`src/rtl/mac_chain_pkg.sv`:
```
// Shared types and helpers for the chained keyed MAC generator.
// State encoding, default geometry and the rotate helper.
package mac_chain_pkg;

  localparam int DEF_DATA_W     = 256;
  localparam int DEF_MAX_CHUNKS = 16;
  localparam int DEF_ROT        = 8;

  // Widest vector rotl can handle; callers zero-extend into it.
  localparam int MAX_W = 1024;

  typedef enum logic [1:0] {
    IDLE   = 2'd0,
    ABSORB = 2'd1,
    FINAL  = 2'd2,
    DONE   = 2'd3
  } state_t;

  // Left-rotate the low w bits of v by amt; bits above w must be zero.
  function automatic logic [MAX_W-1:0] rotl(
    input logic [MAX_W-1:0] v,
    input int unsigned      amt,
    input int unsigned      w
  );
    logic [MAX_W-1:0] mask;
    if (w >= MAX_W)
      mask = '1;
    else
      mask = (MAX_W'(1) << w) - MAX_W'(1);
    return ((v << amt) | (v >> (w - amt))) & mask;
  endfunction

endpackage

```
`src/rtl/mac_chain_gen.sv`:
```
// Streaming keyed MAC: chains chunks into an XOR/rotate accumulator,
// then folds in key and chunk count and hands the MAC off.
module mac_chain_gen
  import mac_chain_pkg::*;
#(
  parameter int DATA_W     = DEF_DATA_W,
  parameter int MAX_CHUNKS = DEF_MAX_CHUNKS,
  parameter int ROT        = DEF_ROT,
  localparam int CNT_W     = $clog2(MAX_CHUNKS + 1)
) (
  input  logic              clk,
  input  logic              rst_n,
  input  logic              start,
  input  logic [DATA_W-1:0] key,
  input  logic              in_valid,
  output logic              in_ready,
  input  logic [DATA_W-1:0] in_data,
  input  logic              in_last,
  output logic              mac_valid,
  input  logic              mac_ready,
  output logic [DATA_W-1:0] mac,
  output logic              err,
  output logic              busy
);

  state_t state;
  state_t state_nxt;

  logic [DATA_W-1:0] acc;
  logic [DATA_W-1:0] key_q;
  logic [CNT_W-1:0]  cnt;
  logic [DATA_W-1:0] acc_rot;
  logic              hs;
  logic              at_max;

  assign hs      = in_valid & in_ready;
  assign at_max  = (cnt == CNT_W'(MAX_CHUNKS - 1));
  assign acc_rot = DATA_W'(rotl(MAX_W'(acc ^ in_data), ROT, DATA_W));

  // State register.
  always_ff @(posedge clk) begin
    if (!rst_n)
      state <= IDLE;
    else
      state <= state_nxt;
  end

  // Next-state decode.
  always_comb begin
    state_nxt = state;
    unique case (state)
      IDLE:   if (start) state_nxt = ABSORB;
      ABSORB: if (hs && (in_last || at_max)) state_nxt = FINAL;
      FINAL:  state_nxt = DONE;
      DONE:   if (mac_valid && mac_ready) state_nxt = IDLE;
      default: state_nxt = IDLE;
    endcase
  end

  // Unregistered outputs decoded from state.
  always_comb begin
    in_ready = (state == ABSORB);
    busy     = (state != IDLE);
  end

  // Accumulator, counter and registered result path.
  always_ff @(posedge clk) begin
    if (!rst_n) begin
      acc       <= '0;
      key_q     <= '0;
      cnt       <= '0;
      mac       <= '0;
      err       <= 1'b0;
      mac_valid <= 1'b0;
    end else begin
      unique case (state)
        IDLE: begin
          if (start) begin
            key_q <= key;
            acc   <= key;
            cnt   <= '0;
            err   <= 1'b0;
          end
        end
        ABSORB: begin
          if (hs) begin
            acc <= acc_rot;
            cnt <= cnt + CNT_W'(1);
            if (!in_last && at_max)
              err <= 1'b1;
          end
        end
        FINAL: begin
          mac       <= acc ^ key_q ^ DATA_W'(cnt);
          mac_valid <= 1'b1;
        end
        DONE: begin
          if (mac_ready)
            mac_valid <= 1'b0;
        end
        default: ;
      endcase
    end
  end

endmodule

```
`config.mk`:
```
export PLATFORM = sky130hd
export DESIGN_NAME = mac_chain_gen
export DESIGN_NICKNAME = d
export VERILOG_FILES = /design/src/rtl/mac_chain_pkg.sv /design/src/rtl/mac_chain_gen.sv
export SDC_FILE = /design/constraint.sdc
export NUM_CORES = 2
export LEC_CHECK = 0
export ABC_AREA = 1
export BUFFER_PORTS_ARGS = -buffer_cell sky130_fd_sc_hd__buf_4
export CORE_AREA = 2 2 300 302
export CTS_BUF_LIST = sky130_fd_sc_hd__clkbuf_4 sky130_fd_sc_hd__clkbuf_8
export CTS_CLUSTER_SIZE = 14
export DETAILED_ROUTE_END_ITERATION = 16
export DIE_AREA = 0 0 302 304
export GPL_TIMING_DRIVEN = 0
export PLACE_DENSITY = 0.74
export SLEW_MARGIN = 20
export SYNTH_ARGS = -nofsm -noshare
export SYNTH_HDL_FRONTEND = slang
export SYNTH_SLANG_ARGS = --single-unit
```
`constraint.sdc`:
```
create_clock -name clk -period 1.6 [get_ports clk]
set_clock_uncertainty 0.05 [all_clocks]
set_input_delay 0.08 -clock clk [delete_from_list [all_inputs] [get_ports clk]]
set_output_delay 0.08 -clock clk [all_outputs]
set_load 0.1 [all_outputs]
```
==> metrics.txt <==
outcome=complete, but fails checks; failing checks=negative setup slack; Placed Instance Area=0.0429 mm2; Routed WL per cell=20.1 um; Leak=26.4 nW; Worst Path Arrival=2.58 ns; post-detail-place hpwl=115000 um; Tcrit/Tclk final=118%; final WL=165000 um; setup ws final=-0.284 ns; critical path class=reg -> reg; drt drc=0; CTS Buffer Depth=3; # IOs=778; Slew Viols, Final=0; all-layer global routing usage=34.2%; RR Startpoint=state[1]; Num CTS Buffers=142; die width=302 um; routability congestion estimate from global placement=0.961; synthesized cell area=0.0354 mm2; share of flip-flops with an asynchronous set or reset=0%; Core Util, Final=61.2%; critical path required time=2.30 ns; Area contributors post-synth=dfxtp_1 (44%), nand2_1 (14%), nor2_1 (14%), o21ai_0 (11%), xor2_1 (6.2%); RSZ-0062 raised after global routing=true; Top Layer Used=met5; CTS clk-pin slew, worst paths=0.06 ns; Synth Instances=5288; max cap viols=0; Seq cells post-synth=777; Worst Tran Pin Value=1.13 ns; grt total ovfl=0; Power Total=116 mW; first-pass GRT wire length=240000 um; Num Clock Sinks=777; Critical Path Source=state[1]; antenna viol nets, final=0; Die ar.=0.0918 mm2; top_reg_cell synth=dfxtp_1; number of synthesized flops with an enable pin=0; H-tree depth=4; Total Nets Final=7433; CP Capture Type=flip-flop; vias in the first global route=40800; syn_area_per_cell=6.69 um2; total number of yosys warnings=0; Fmax=531 MHz; crit path launch type=flip-flop; final hold violation count=0; DRT iter0 DRCs=3945; Cell variety after synth=25; critical-path maximum fanout=10; PwrDens=2130 mW/mm2; Layout area overhead=53.9%; # rows=110; core region area=0.0890 mm2; CTS Root Cell=clkbuf_8; share of cells above drive strength 1=19.4%; routed wl met2=74200 um; PortBufs=776; Peak VDD IR=0.00186 V; Worst Hold Launch=key[64]; Metal-1 WL=63200 um; sequential area share after synthesis=43.9%; initial antenna violation count=52; routed wl met3=16600 um; DR vias/cell=5.19; router iterations before antenna repair=8; Yosys top cell area share=43.9%; vias post-DR=42700; syn nets=5813; Finished Cell Area=0.0545 mm2; Post-synth top cells=nand2_1 (1311), nor2_1 (1295), dfxtp_1 (777); Synth area leader=dfxtp_1; Sum Neg Setup Slack=-93.93 ns; Fillers=7605; leading cell type by number of instances after synthesis=nand2_1; largest net degree at the start of global routing=17; starting density of the core=39.7%; Tmin final=1.88 ns; Final setup viols=896; Die Y=304 um; Worst-Skew Late Latency=0.85 ns; hold crit path type=in -> reg; CTS tree=done; headroom to the max-slew limit=24.9%
worst paths after layout:
kind	slack, ns	cells past startpoint	end
max reg2reg	-0.28	11	acc[213]
min	0.05	4	key_q[64]
max	-0.28	11	acc[213]
min reg2reg	0.44	2	cnt[4]
area by class of cell:
cell class | count | area [um2] | share of cell area [%]
well taps | 1176 | 1470 | 2.70
clock buffers | 204 | 2570 | 4.72
plain buffers | 311 | 2530 | 4.65
clock inverters | 32 | 359 | 0.659
repair buffers | 1476 | 13100 | 24.0
multi-input cells | 3919 | 17700 | 32.5
diodes | 52 | 130 | 0.239
inverters | 281 | 1070 | 1.97
flip-flops and latches | 777 | 15600 | 28.6
cell usage in the layout, fill, tap and decap left out, types with 6 or more instances in the layout:
master         netlist  final
a21oi_2              0     54
buf_4               23    819
nor2_1            1295   1295
xor2_1             251    251
o21ai_0            758    726
clkinv_2             0     14
buf_6                1     51
dfxtp_1            777    775
bufinv_16            0      6
dlygate4sd3_1        0    678
clkbuf_4             1     65
nand2_1           1311   1298
clkbuf_1           149     70
clkbuf_2             0     44
diode_2              0     52
inv_1              275    272
inv_6                0      6
buf_8                0     33
buf_12               0     16
a21oi_1            269    215
nand2_2              2     13
nand3_1              9      9
clkbuf_8             0    171
clkbuf_16            0     13
buf_2              121     23
o21ai_1             10     36
per-layer routing:
| layer | vias to the layer above | GRT usage [%] |
|---|---|---|
| li1 | 19900 | - |
| met1 | 19600 | 40.5 |
| met2 | 2517 | 55.1 |
| met3 | 665 | 8.89 |
| met4 | 16 | 21.3 |
| met5 | - | 0 |
kinds of logic (layout without fill, tap and decap cells):
group	Yosys count	in the layout	synth area share, %
AO/OA/AOI/OAI	1037	1037	14.7
buffers and inverters	592	2304	6.98
XOR/XNOR	251	251	6.21
AND/OR/NAND/NOR	2624	2624	28.0
adder cells (fa/ha/maj)	7	7	0.247
flip-flops	777	777	43.9
other	0	52	0
sequential cells by signal, indices dropped and copies added, names as in the netlist:
signal,flops
mac_valid,1
cnt,5
err,1
state,2
key_q,256
acc,256
mac,256
report_power, final:
part	switching (mW)	internal, mW
registers	7.33	26.5
logic	42.2	19.6
clock network	8.97	11.3
total	58.5	57.3
worst max-delay path, stage by stage (launching register included):
cell and delay, ns:
dfxtp_4 0.36, inv_4 0.05, ha_4 0.17, buf_12 0.15, nand2_4 0.07, nand2_4 0.07, nor2_4 0.11, buf_12 0.16
clkbuf_16 0.22, clkbuf_16 0.17, nand2_1 0.06, a21oi_1 0.15
repair_timing:
item / 4_1_cts / 5_1_grt
endpoints found under the hold margin: 519 / 0
endpoints found under the setup margin: 1037 / 1030
setup buffers: 8 / 1
hold buffers: 678 / 0
pin swaps: 3 / 4
gates resized for setup: 263 / 243
cloned: 1 / 12
stage by stage:
step | setup WS, ns | cells | hold slack (ns)
2_1_floorplan | -0.149 | 5288 | 0.179
3_3_place_gp | -1.23 | 7240 | 0.286
3_5_place_dp | -1.19 | 7240 | 0.297
4_1_cts | -0.272 | 8163 | 0.000138
5_1_grt | -0.364 | 8215 | 0.0419
6_report | -0.284 | 8228 | 0.0477
Power figures use the tool's default switching activity.
